File: config.mk
export PLATFORM = sky130hd
export DESIGN_NAME = seq_divider_32
export DESIGN_NICKNAME = d
export VERILOG_FILES = /design/src/rtl/seq_divider_32.sv
export SDC_FILE = /design/constraint.sdc
export NUM_CORES = 1
export LEC_CHECK = 0
export CORE_MARGIN = 2
export CORE_UTILIZATION = 55
export CTS_CLUSTER_DIAMETER = 40
export CTS_CLUSTER_SIZE = 28
export DETAILED_ROUTE_END_ITERATION = 6
export GPL_TIMING_DRIVEN = 0
export PLACE_DENSITY = 0.88
export SETUP_SLACK_MARGIN = 0.02
export SLEW_MARGIN = 5
export SYNTH_ARGS = -nofsm -noshare
export SYNTH_HDL_FRONTEND = slang
export SYNTH_SLANG_ARGS = --single-unit
export TNS_END_PERCENT = 1
File: constraint.sdc
create_clock -name clk -period 7.4 [get_ports clk]
set_input_delay 1.48 -clock clk [delete_from_list [all_inputs] [get_ports clk]]
set_output_delay 1.48 -clock clk [all_outputs]
set_load 0.05 [all_outputs]
File: src/rtl/seq_divider_32.sv
// seq_divider_32: multi-cycle restoring divider, one quotient bit per clock.
// Define SIGNED_DIV_EN for two's-complement truncating division.
module seq_divider_32 #(
  parameter int WIDTH = 32
) (
  input  logic             clk,
  input  logic             clr,
  input  logic             start,
  input  logic [WIDTH-1:0] dividend,
  input  logic [WIDTH-1:0] divisor,
  output logic             busy,
  output logic             done,
  output logic [WIDTH-1:0] quotient,
  output logic [WIDTH-1:0] remainder,
  output logic             div_by_zero
);

  typedef enum logic [1:0] {
    IDLE,
    RUN,
    DONE
  } state_t;

  state_t           state;
  logic [5:0]       cnt;
  logic [WIDTH-1:0] rem_r;
  logic [WIDTH-1:0] dvd_r;
  logic [WIDTH-1:0] dsr_r;
  logic             zero_r;

  logic [WIDTH:0]   shifted;
  logic [WIDTH:0]   diff;
  logic             q_bit;
  logic [WIDTH-1:0] rem_nxt;
  logic [WIDTH-1:0] dvd_nxt;
  logic [WIDTH-1:0] dvd_in;
  logic [WIDTH-1:0] dsr_in;
  logic [WIDTH-1:0] q_fin;
  logic [WIDTH-1:0] r_fin;
  logic             last;

`ifdef SIGNED_DIV_EN
  logic neg_q;
  logic neg_r;
`endif

  // One restoring step: shift left, trial-subtract, keep or restore.
  always_comb begin
    shifted = {rem_r, dvd_r[WIDTH-1]};
    diff    = shifted - {1'b0, dsr_r};
    q_bit   = ~diff[WIDTH];
    rem_nxt = q_bit ? diff[WIDTH-1:0]
                    : shifted[WIDTH-1:0];
    dvd_nxt = {dvd_r[WIDTH-2:0], q_bit};
    last    = (cnt == 6'(WIDTH - 1));
  end

  // Operand conditioning on accept and result fix-up on the final step.
  always_comb begin
`ifdef SIGNED_DIV_EN
    if (divisor == '0)
      dvd_in = dividend;
    else if (dividend[WIDTH-1])
      dvd_in = -dividend;
    else
      dvd_in = dividend;
    dsr_in = divisor[WIDTH-1] ? -divisor : divisor;
    q_fin  = neg_q ? -dvd_nxt : dvd_nxt;
    r_fin  = neg_r ? -rem_nxt : rem_nxt;
`else
    dvd_in = dividend;
    dsr_in = divisor;
    q_fin  = dvd_nxt;
    r_fin  = rem_nxt;
`endif
  end

  // Control FSM with datapath registers and registered outputs.
  always_ff @(posedge clk or posedge clr) begin
    if (clr) begin
      state       <= IDLE;
      cnt         <= '0;
      rem_r       <= '0;
      dvd_r       <= '0;
      dsr_r       <= '0;
      zero_r      <= 1'b0;
      busy        <= 1'b0;
      done        <= 1'b0;
      div_by_zero <= 1'b0;
      quotient    <= '0;
      remainder   <= '0;
`ifdef SIGNED_DIV_EN
      neg_q       <= 1'b0;
      neg_r       <= 1'b0;
`endif
    end else begin
      done        <= 1'b0;
      div_by_zero <= 1'b0;
      unique case (state)
        IDLE, DONE: begin
          if (start) begin
            dvd_r  <= dvd_in;
            dsr_r  <= dsr_in;
            rem_r  <= '0;
            cnt    <= '0;
            zero_r <= (divisor == '0);
            busy   <= 1'b1;
            state  <= RUN;
`ifdef SIGNED_DIV_EN
            neg_q  <= dividend[WIDTH-1]
                    ^ divisor[WIDTH-1];
            neg_r  <= dividend[WIDTH-1];
`endif
          end else begin
            state <= IDLE;
          end
        end
        RUN: begin
          if (zero_r) begin
            quotient    <= '1;
            remainder   <= dvd_r;
            div_by_zero <= 1'b1;
            done        <= 1'b1;
            busy        <= 1'b0;
            state       <= DONE;
          end else begin
            rem_r <= rem_nxt;
            dvd_r <= dvd_nxt;
            cnt   <= cnt + 6'd1;
            if (last) begin
              quotient  <= q_fin;
              remainder <= r_fin;
              done      <= 1'b1;
              busy      <= 1'b0;
              state     <= DONE;
            end
          end
        end
        default: state <= IDLE;
      endcase
    end
  end

endmodule
==> results of run 1 <==
## flip-flops by register name (all words and copies together) (netlist names)
register     count
dsr_r           32
dvd_r           32
quotient        32
rem_r           32
remainder       32
cnt              6
state            2
busy             1
div_by_zero      1
done             1
zero_r           1
## path summary, 6_finish.rpt
kind / from / endpoint / slack, ns / cells past startpoint
worst min register to register: busy / busy / 0.51 / 2
max in group asynchronous: clr / remainder[20] / 5.02 / 3
worst min-delay path: busy / busy / 0.51 / 2
worst max-delay path: dvd_r[31] / remainder[10] / 3.61 / 15
min in group asynchronous: clr / dsr_r[7] / 1.50 / 2
worst max register to register: dvd_r[31] / remainder[10] / 3.61 / 15
## final cells by class
type / instances / area, µm² / share of cell area (%)
clock buffers: 17 / 425 / 3.84
multi-input cells: 678 / 4170 / 37.6
flip-flops and latches: 172 / 4300 / 38.8
clock inverters: 15 / 146 / 1.32
repair buffers: 134 / 1360 / 12.3
well taps: 216 / 270 / 2.44
plain buffers: 60 / 258 / 2.32
inverters: 41 / 161 / 1.46
## kinds of logic after synthesis
family	after synthesis	share of synthesized area, %
adders and majority gates	34	4.87
muxes	7	0.789
buffers and inverters	101	4.63
AOI/OAI and AO/OA	321	23.5
DFF	172	48.5
and+or+nand+nor	285	14.3
xor gates and xnor gates	31	3.48
## per-stage QoR
step | hold WS (ns) | setup slack (ns) | utilization [%]
floorplan | 0.450 | 1.26 | -
detailed placement | 0.496 | 3.76 | 66.5
CTS | 0.513 | 3.70 | 70.1
global route | 0.521 | 3.51 | 70.1
global placement | 0.461 | -0.957 | 66.2
finish | 0.507 | 3.61 | 70.1
## cell usage after synthesis, drive strengths merged, types with 3 or more instances
cell type / count / share of area (%)
o211ai: 6 / 0.62
a21o: 11 / 0.93
xnor2: 13 / 1.5
nand2: 131 / 5.5
and2: 4 / 0.28
nand2b: 4 / 0.28
o21bai: 3 / 0.25
a22oi: 34 / 2.9
o22ai: 13 / 0.92
nor2b: 6 / 0.42
a32oi: 4 / 0.39
nand3: 39 / 2.2
a211oi: 9 / 0.82
buf: 10 / 0.79
a21oi: 70 / 4.2
nor2: 57 / 2.4
nor3: 8 / 0.45
dfrtp: 172 / 48
nand4: 10 / 0.70
o31ai: 3 / 0.25
a221oi: 4 / 0.39
ha: 33 / 4.6
nand3b: 8 / 0.68
nor3b: 3 / 0.25
a31oi: 5 / 0.52
inv: 41 / 1.7
o31a: 3 / 0.30
and3: 4 / 0.28
xor2: 18 / 2.0
o21a: 6 / 0.52
o22a: 36 / 3.5
clkbuf: 50 / 2.1
mux2i: 7 / 0.79
o41ai: 3 / 0.38
nor4: 7 / 0.49
o21ai: 103 / 5.8
## routing by layer
layer / global-route usage (%) / part of all wire, %
met5: 0 / 0
met4: 12.8 / 3.0
met2: 50.1 / 48
met1: 42.2 / 40
met3: 7.83 / 9.0
## worst max-delay path, stage by stage, from the launching register on
cell and delay, ns:
dfrtp_1 0.43, inv_1 0.11, ha_1 0.19, inv_1 0.06
fa_1 0.45, a211oi_2 0.21, o21a_2 0.20, a21oi_2 0.09
o211ai_2 0.26, o211ai_2 0.15, a31oi_4 0.35, xor2_4 0.36
buf_4 0.27, nor2_1 0.06, a21oi_1 0.32, a21oi_1 0.13
==> impl_results.md, run 1 <==
- Status: completed
- Antenna viol nets, final: 0
- Setup violations, final: 0
- Drt drc: 0
- Detailed Place HPWL: 19500 µm
- Setup CP Type: reg -> reg
- Global-route wire length before repair: between 40000 and 50000 µm
- Wire length per cell: 20.0 µm
- CTS Buffer Depth: 2
- Post-synth ARST share: 100%
- Fmax: between 0.2 and 0.3 GHz
- Yosys Warn Count: 0
- Req. time, crit path: roughly 7.7 ns
- Postcts setup bufs: 0
- Largest net degree at the start of global routing: 100
- Die area: between 15000 and 20000 µm²
- Hold Path Class: reg -> reg
- Register bit total from synthesis: around 170
- # hold bufs at CTS: 0
- DIE HEIGHT: 131 µm
- Tmin final: 3.79 ns
- Max Cap Viol: 0
- Core area: between 15000 and 20000 µm²
- Site Rows: 46
- Cells after Synth: 951
- Most frequent cells in the layout: dfrtp_1, clkdlybuf4s50_1, nand2_1
- Die width: ~130 µm
- Worst Path Arrival: slightly above 4 ns
- Net count after synthesis: 1052
- Sequential fraction of the synthesis area: 48.5%
- TritonCTS buffer count: 17
- Worst skew pair latency: 0.45 ns
- Commonest non-fill, non-tap cell in the layout: dfrtp_1
- Via count: 8267
- RSZ-0062 raised after global routing: false
- Post-synth EDFFs: 0
- Area Growth Syn to Fin: 24.9%
- Top FF cell, synth: dfrtp_1
- Drt initial violations: 881
- Post-cts resize count: 0
- Placed insts: 1301
- Layout cells sized above 1: slightly above 5%
- TritonCTS clock tree: yes
- Setup crit end kind: register
- Fill cell count: between 1000 and 1500
- Initial antenna violation count: 0
- H-tree Lvls: 4
- Drt total wl: about 27000 µm
- Crit path max fanout: 10
- Final Skew: ~0.012 ns
- ANT cells: 0
- Syn_area_per_cell: roughly 9.3 µm²
- Max_slew headroom: 40.2%
- CTS sink cnt: 172
- GRT Overall Usage: 31.7%
- Post-synth cell types: 60
- GPL Wtd Cong: 0.963
- Max Slew Vio Count: 0
- Routed vias/inst: 6.20
- Post-synthesis cell area: approximately 9000 µm²
- Root Buffer: clkbuf_16
- Initial Util: a little under three fifths
- Reg clk slew, reported paths: 0.07 ns
- Non-filler cells, final: between 1000 and 1500
- Least-Margin Pin Slew: between 0.8 and 0.9 ns
- Setup TNS: 0 ns
- Count of port buffers added during placement: 133
- Fin. Hold Viols: 0
- Fin nets: between 1000 and 1500
- Crit path launch type: register
- Pre-antenna DRT Iters: 5
- Fin area: 11100 µm²
- Ports: 134
- Placed cell area: 10500 µm²
- Vias in the first global route: 8119
- Remaining global-route overflow: 0
- Final Cycle Share: 51.3%
Power of run 1 is not shown: default switching activity piles up to over one toggle a cycle in this logic, so the estimate is an artifact.
==> run 2: changes to the inputs <==
clock period = 3.8 ns   (was 7.4 ns; I/O delays follow)
==> run 2 against run 1 <==
Core utilization rose by 0.62 points. Flip-flop and latch count did not move. Critical path type unchanged. Register-to-register slack got worse by 3.5 ns. Largest cell class unchanged.
==> impl_results.md, run 2 (synthesis results as in run 1) <==
- Setup violations, final: 0
- CTS Buffer Depth: 2
- Core area: 15800 µm²
- Crit path max fanout: 10
- Root Buffer: clkbuf_16
- Highest routed metal layer: met4
- Wire length per cell: 20.8 µm
- Hold path cells: 2
- Largest net degree at the start of global routing: 41
- Via count: around 8400
- H-tree Lvls: 4
- Antenna viol nets, final: 0
- Worst path max stage delay: around 0.44 ns
- DIE HEIGHT: 131 µm
- Routed vias/inst: 6.31
- Tmin final: 3.65 ns
- Fmax: approximately 0.27 GHz
- Detailed Place HPWL: 20200 µm
- Initial antenna violation count: 0
- Routed length on met3: 2260 µm
- Hold Path Class: reg -> reg
- Fin nets: 1209
- Commonest non-fill, non-tap cell in the layout: dfrtp_1
- Min-delay src: remainder[6]
- ANT cells: 0
- Worst Path Arrival: between 3 and 4 ns
- Status: completed
- Global-route wire length before repair: 43300 µm
- Metal2 WL: 13400 µm
- GRT Overall Usage: between 30% and 40%
- Placed insts: 1305
- Site Rows: 46
- Drt initial violations: 919
- Die area: 17200 µm²
- Min-Delay Endpoint: remainder[6]
- Non-filler cells, final: approximately 1300
- R2R cell count: 15
- Vias in the first global route: ~8300
- TritonCTS buffer count: 17
- Setup CP Type: reg -> reg
- Pre-antenna DRT Iters: 6
- Max Cap Viol: 0
- Most frequent cells in the layout: dfrtp_1, clkdlybuf4s50_1, nand2_1
- Drt total wl: 27900 µm
- Fin. Hold Viols: 0
- Least-Margin Pin Slew: 0.790 ns
- FF-to-FF End: rem_r[27]
- Drt drc: 0
- # hold bufs at CTS: 0
- RSZ-0062 raised after global routing: true
- CTS sink cnt: 172
- Ports: 134
- Post-cts resize count: 0
- Area Growth Syn to Fin: 26.0%
- Count of port buffers added during placement: 133
- Flop2flop setup slack: 0.15 ns
- CP cell instances: inv_1, ha_1, inv_1, fa_1, a211oi_2, o21a_2, a21oi_2, o211ai_2, o211ai_2, a31oi_4, xor2_4, buf_6, nor2_1, a21oi_1, o21ai_0
- GPL Wtd Cong: 0.930
- Req. time, crit path: 4.10 ns
- Max_slew headroom: 47.1%
- Final Cycle Share: 96.1%
- TritonCTS clock tree: yes
- Crit path launch type: register
- CP max stage cell: dfrtp_1
- Layout cells sized above 1: 5.89%
- Postcts setup bufs: 0
- Worst skew pair latency: 0.45 ns
- Reg clk slew, reported paths: 0.07 ns
- DRT met1 WL: 11100 µm
- Remaining global-route overflow: 0
- Final Skew: 0.0113 ns
- Die width: 131 µm
- Initial Util: 56.1%
- Max Slew Vio Count: 0
- Setup crit end kind: register
- Reg-to-reg startpoint: dvd_r[31]
-- run 2: critical path: cells and delay by family, from the launching register on --
family,cells,cell delay (ns)
AOI/OAI and AO/OA,8,1.60
and+or+nand+nor,1,0.06
buffers and inverters,3,0.39
xor gates and xnor gates,1,0.37
adders and majority gates,2,0.64
DFF,1,0.44
-- run 2: cell type report --
type	count	area (µm²)
Tap cell	216	270
Multi-Input combinational cell	678	4180
Sequential cell	172	4300
Clock buffer	17	425
Buffer	60	265
Clock inverter	15	153
Fill cell	1162	4640
Inverter	41	158
Timing Repair Buffer	138	1430
-- run 2: worst max-delay path by stage --
stage              start  slack, ns       endpoint  cells after the start
3_3_place_gp         clr      -0.55   quotient[20]                      2
6_report       dvd_r[31]       0.15      rem_r[27]                     15
2_1_floorplan        clr       0.84           busy                      1
5_1_grt        dvd_r[31]      0.006      rem_r[27]                     15
4_1_cts        dvd_r[31]       0.11  remainder[13]                     15
3_5_place_dp   dvd_r[31]       0.16  remainder[13]                     15
-- run 2: layer usage --
metal | GRT usage, % | vias up
li1 | - | 3728
met1 | 44.0 | 4132
met2 | 53.3 | 496
met3 | 6.53 | 83
met4 | 14.2 | 0
met5 | 0 | -
-- run 2: per-stage QoR --
step / worst slack, ns / setup TNS, ns / instance area, µm² / hold slack (ns) / utilization, %
2_1_floorplan: 0.843 / 0 / 8890 / 0.450 / -
3_3_place_gp: -0.554 / -91.47 / 10500 / 0.461 / 66.3
3_5_place_dp: 0.161 / 0 / 10600 / 0.485 / 66.9
4_1_cts: 0.107 / 0 / 11200 / 0.504 / 70.6
5_1_grt: 0.00558 / 0 / 11200 / 0.531 / 70.7
6_report: 0.149 / 0 / 11200 / 0.506 / 70.7
Power of run 2 is left out for the same reason.
==> run 3: changes to the inputs <==
CORE_UTILIZATION = 49   (was 55)
PLACE_DENSITY = 0.83   (was 0.88)
SLEW_MARGIN = not set   (was 5)
clock period = 3 ns   (was 3.8 ns; I/O delays follow)
==> run 3 against run 2 <==
The run now ends with negative setup slack left. Final area increased by 5.8%. First-iteration DRC count decreased by 15%. Final cell count increased by 2.0%. Die area increased by 12%. Fmax increased by 13%. Worst hold slack got worse by 0.0038 ns. Wire length about the same. Sequential share of layout area decreased by 2.1 points. Worst setup slack got worse by 0.38 ns. Critical endpoint is now remainder[13].
==> impl_results.md, run 3 (synthesis results as in run 1) <==
- Hold Path Class: in -> async
- Failing checks: negative setup slack
- Reg-to-reg startpoint: dvd_r[31]
- Worst hold slack: 0.502 ns
- Max_slew headroom: 43.9%
- H-tree Lvls: 4
- Reg clk slew, reported paths: 0.07 ns
- GPL Wtd Cong: just over 0.9
- TritonCTS clock tree: yes
- Wire length per cell: around 20 µm
- Initial antenna violation count: 0
- Die width: approximately 140 µm
- CP startpoint: dvd_r[31]
- Worst Path Arrival: 3.51 ns
- ANT cells: 0
- Commonest non-fill, non-tap cell in the layout: dfrtp_1
- DIE HEIGHT: 139 µm
- Max Cap Viol: 0
- Fin nets: 1223
- Area Growth Syn to Fin: 33.3%
- CTS sink cnt: 172
- TritonCTS buffer count: 17
- R2R cell count: 16
- CP max stage cell: dfrtp_1
- Max Slew Vio Count: 0
- Root Buffer: clkbuf_16
- Worst path max stage delay: 0.40 ns
- Vias in the first global route: 8164
- PnR worst setup slack: -0.231 ns
- Core area: 17900 µm²
- Via count: 8270
- Fin. Hold Viols: 0
- # hold bufs at CTS: 0
- CP cell instances: inv_2, ha_4, inv_2, fa_2, a211oi_2, o21a_2, a21oi_4, o211ai_2, o211ai_2, a31oi_4, xor2_4, buf_12, buf_12, nor2_2, a21oi_2, a211oi_1
- Drt total wl: 27900 µm
- Remaining global-route overflow: 0
- Final Skew: between 0.009 and 0.01 ns
- Ports: 134
- Status: complete, but fails checks
- Worst skew pair latency: ~0.44 ns
- Crit path launch type: register
- Most frequent cells in the layout: dfrtp_1, clkdlybuf4s50_1, nand2_1
- Buf/Inv on CP: 4
- Crit path max fanout: 6
- Tmin final: 3.23 ns
- Detailed Place HPWL: about 20000 µm
- Antenna viol nets, final: 0
- Layout cells sized above 1: 12.3%
- Setup crit end kind: register
- Multi-input gate area: about 4600 µm²
- RSZ-0062 raised after global routing: true
- CTS Buffer Depth: 2
- Setup violations, final: 65
- Least-Margin Pin Slew: around 0.84 ns
- Req. time, crit path: 3.28 ns
- CP top delay family: compound AO/OA/AOI/OAI gates
- Drt initial violations: between 700 and 800
- Placed insts: 1318
- Largest net degree at the start of global routing: 38
- Fmax: 0.309 GHz
- Final Cycle Share: 108%
- Initial Util: just under 50%
- GRT Overall Usage: 28.9%
- Non-filler cells, final: 1364
- Routed vias/inst: 6.06
- Setup CP Type: reg -> reg
- Pre-antenna DRT Iters: 5
- Die area: 19200 µm²
- Drt drc: 0
- Crit path depth: 16
- Global-route wire length before repair: 43800 µm
- Area occupied by registers: ~4300 µm²
- Flop2flop setup slack: -0.23 ns
- Fill cell count: 1389
- Count of port buffers added during placement: 133
- Site Rows: 49
==> run 3: cell count changes in the layout (fill, tap and decap cells not counted), moves of 4 or more <==
cell,previous run,this run
o21ai_1,2,35
nor2_1,57,40
buf_12,5,11
mux2i_2,0,5
a21oi_4,0,10
o21ai_0,101,64
a21oi_1,60,44
nor2_2,0,15
o21ai_2,0,4
a21oi_2,10,16
mux2i_1,7,1
ha_1,33,26
buf_4,1,7
ha_4,0,7
==> run 3: final cells by class <==
cell class                      instances  area share, %
Tap cell                              229           2.42
Sequential cell                       172           36.4
Clock buffer                           17           3.59
Multi-Input combinational cell        679           38.5
Inverter                               41           1.33
Clock inverter                         15           1.48
Buffer                                 59           2.58
Timing Repair Buffer                  152           13.7
==> run 3: layer usage <==
metal / share of wire [%] / track usage (%)
met1: 42 / 38.3
met2: 48 / 46.9
met3: 6.8 / 7.11
met4: 3.7 / 9.99
met5: 0 / 0
==> run 3: repair_timing <==
item / in CTS / in global routing
endpoints found under the setup margin: 66 / 66
pin swaps: 27 / 21
buffers inserted: 12 / 0
resized for setup: 89 / 44
endpoints found under the hold margin: 0 / 0
gates cloned: 3 / 1
==> run 3: worst paths after layout <==
kind	end
setup / recovery	remainder[13]
hold / removal	rem_r[31]
setup reg to reg	remainder[13]
hold reg to reg	quotient[28]
max in group asynchronous	rem_r[21]
min in group clk	quotient[28]
==> run 3: metrics by stage <==
step | worst slack (ns) | setup TNS (ns) | instance area (µm²) | utilization [%]
2_1_floorplan | 0.0552 | 0 | 8890 | -
3_3_place_gp | -1.22 | -234.22 | 10500 | 58.7
3_5_place_dp | -0.677 | -32.68 | 10600 | 59.2
4_1_cts | -0.202 | -8.16 | 11700 | 65.4
5_1_grt | -0.314 | -16.65 | 11800 | 66.1
6_report | -0.231 | -9.42 | 11800 | 66.1
Power of run 3 is left out for the same reason.
==> RTL edit, RTL diff (config.mk and constraints of run 2) <==
Change the parameter `WIDTH` from 32 to 48.
--- a/src/rtl/seq_divider_32.sv
+++ b/src/rtl/seq_divider_32.sv
@@ -1,7 +1,7 @@
 // seq_divider_32: multi-cycle restoring divider, one quotient bit per clock.
 // Define SIGNED_DIV_EN for two's-complement truncating division.
 module seq_divider_32 #(
-  parameter int WIDTH = 32
+  parameter int WIDTH = 48
 ) (
   input  logic             clk,
   input  logic             clr,
Ports: changed (resized dividend, divisor, quotient and remainder); port bits go from 134 to 198. The function was not compared with the original's and may differ.
==> RTL edit against run 2 <==
The run now ends with DRC, setup timing left. Synthesized cell count is 61% higher. Final area grew 67%. Final cell count up 61%. First-iteration DRC count is 66% higher. Largest cell class is now multi-input combinational cells. Worst setup slack got worse by 0.27 ns. Area after synthesis up 57%. Via count rose by 63%. Sequential cell count rose by 80. Routed wire length increased by 68%. Clock skew increased by 0.027 ns.
Power is left out: the tool's default activity adds up to more than one toggle a clock period on the data nets, which glitch-free logic cannot reach.
==> RTL edit: results (changes against run 2) <==
critical path endpoint category -> register (unchanged)
M2 GR Usage -> 54.60% (was 53.31%)
Max stage delay on crit path -> 0.52 ns (was 0.44 ns)
Antenna Cells -> 0 (unchanged)
# fillers -> 1702 (was 1162)
multi-input combinational area share -> 40.99% (was 37.38%)
Max Buffers Root-to-Sink -> 3 (was 2)
die area -> 26690 µm² (was 17180 µm²)
Num CTS Buffers -> 36 (was 17)
largest net degree at the start of global routing -> 43 (was 41)
GR Util met1 -> 47.68% (was 43.98%)
met2 routed WL -> 21710 µm (was 13440 µm)
M1 WL -> 19010 µm (was 11120 µm)
CTS Sinks -> 252 (was 172)
Buffers, non-clock -> 318 (was 198)
clock buffers -> 40 (was 17)
failing checks -> DRC, setup timing
status -> complete, but fails checks (was finished, final reports clean)
Seq/Total Area, Yosys -> 45.14% (was 48.45%)
DR iter-0 viols -> 1528 (was 919)
Worst Skew -> 0.03853 ns (was 0.01135 ns)
DP Worst Slack -> -1.153 ns (was 0.1612 ns)
Worst path slowest cell -> o41ai_4 (was dfrtp_1)
initial antenna violation count -> 0 (unchanged)
Commonest cells post-synth -> dfrtp_1, nand2_1, o21ai_0, a21oi_1, clkbuf_1 (was dfrtp_1, nand2_1, o21ai_0, a21oi_1, nor2_1)
Final #Nets -> 1943 (was 1209)
drt pass-1 iters -> 7 (was 6)
Critical path origin -> dvd_r[47] (was dvd_r[31])
final setup vio count -> 34 (was 0)
clk tree area frac -> 7.140% (was 5.166%)
CTS H-Tree Depth -> 2 (was 4)
vias in the first global route -> 13277 (was 8277)
DPL Wire Length -> 33450 µm (was 20210 µm)
Avg WL per Cell -> 21.76 µm (was 20.84 µm)
PnR worst setup slack -> -0.1179 ns (was 0.1486 ns)
R2R Path End -> remainder[20] (was rem_r[27])
relative slew slack -> 41.62% (was 47.12%)
path depth of the worst reg2reg path -> 17 (was 15)
Non-clock inverters -> 68 (was 41)
share of layout cells above drive strength 1 -> 10.10% (was 5.888%)
Register Area -> 6307 µm² (was 4304 µm²)
multi-input gates -> 1118 (was 678)
dpl cell area -> 16480 µm² (was 10590 µm²)
buffers added on ports -> 197 (was 133)
met3 Usage GRT -> 5.967% (was 6.534%)
Max FO, Critical Path -> 8 (was 10)
first-pass GRT wire length -> 72240 µm (was 43350 µm)
routability congestion estimate -> 0.9495 (was 0.9302)
buffer share of cell area -> 14.51% (was 15.16%)
Syn Nets -> 1683 (was 1052)
DRC Markers -> 23 (was 0)
met3 WL -> 4346 µm (was 2261 µm)
vias per cell -> 6.408 (was 6.312)
total track usage -> 34.62% (was 33.10%)
Clock Latency Late Sink -> 0.54 ns (was 0.45 ns)
top post-synthesis cells by area -> dfrtp_1, o21ai_0, nand2_1, mux2i_1, o22a_1 (was dfrtp_1, o21ai_0, nand2_1, ha_1, a21oi_1)
RTL edit: changes by cell type in the layout (fill, tap and decap cells not counted), sizes merged, moves of 52 or more:
cell	change
clkbuf	+54
a21oi	+52
clkdlybuf4s50	+64
dfrtp	+80
o21ai	+98
mux2i	+65
nand2	+85
RTL edit: how the worst min path moves through the flow:
| stage | from | to | slack, ns | cells past startpoint |
|---|---|---|---|---|
| 2_1_floorplan | dsr_r[0] | dsr_r[0] | 0.45 | 2 |
| 3_3_place_gp | dsr_r[0] | dsr_r[0] | 0.47 | 2 |
| 3_5_place_dp | busy | busy | 0.48 | 2 |
| 4_1_cts | dsr_r[0] | dsr_r[0] | 0.50 | 2 |
| 5_1_grt | busy | busy | 0.53 | 2 |
| 6_report | remainder[6] | remainder[6] | 0.51 | 2 |
RTL edit: worst max-delay path, delay by kind of cell, from the launching register on:
family                     cells  cell delay (ns)
AOI/OAI and AO/OA              5             1.25
and+or+nand+nor                4             0.96
buffers and inverters          5             0.63
adders and majority gates      2             0.40
DFF                            1             0.39
muxes                          1             0.15
RTL edit: metrics by stage:
stage               TNS [ns]  hold WS [ns]  utilization [%]  instances
finish                -1.333        0.5079            74.61       2152
global route          -8.325        0.5328            74.61       2152
detailed placement    -85.06        0.4762            65.82       2067
floorplan             -69.47        0.4497                -       1534
global placement     -582.56        0.4742            65.34       2061
CTS                 -0.01713        0.4995            72.78       2141
RTL edit: cells by family after synthesis:
kind of cell    Yosys count  share of synthesized area (%)
fa+ha+maj                50                          4.532
buf+inv                 164                          4.442
mux                      74                          5.347
compound gates          552                          24.79
xor+xnor                 45                          2.821
flops                   252                          45.14
simple gates            397                          12.93
RTL edit: repair_timing:
item	CTS	global route
resized for setup	71	92
pin swaps	10	23
setup buffers	9	12
endpoints found under the setup margin	98	96
cloned	0	1
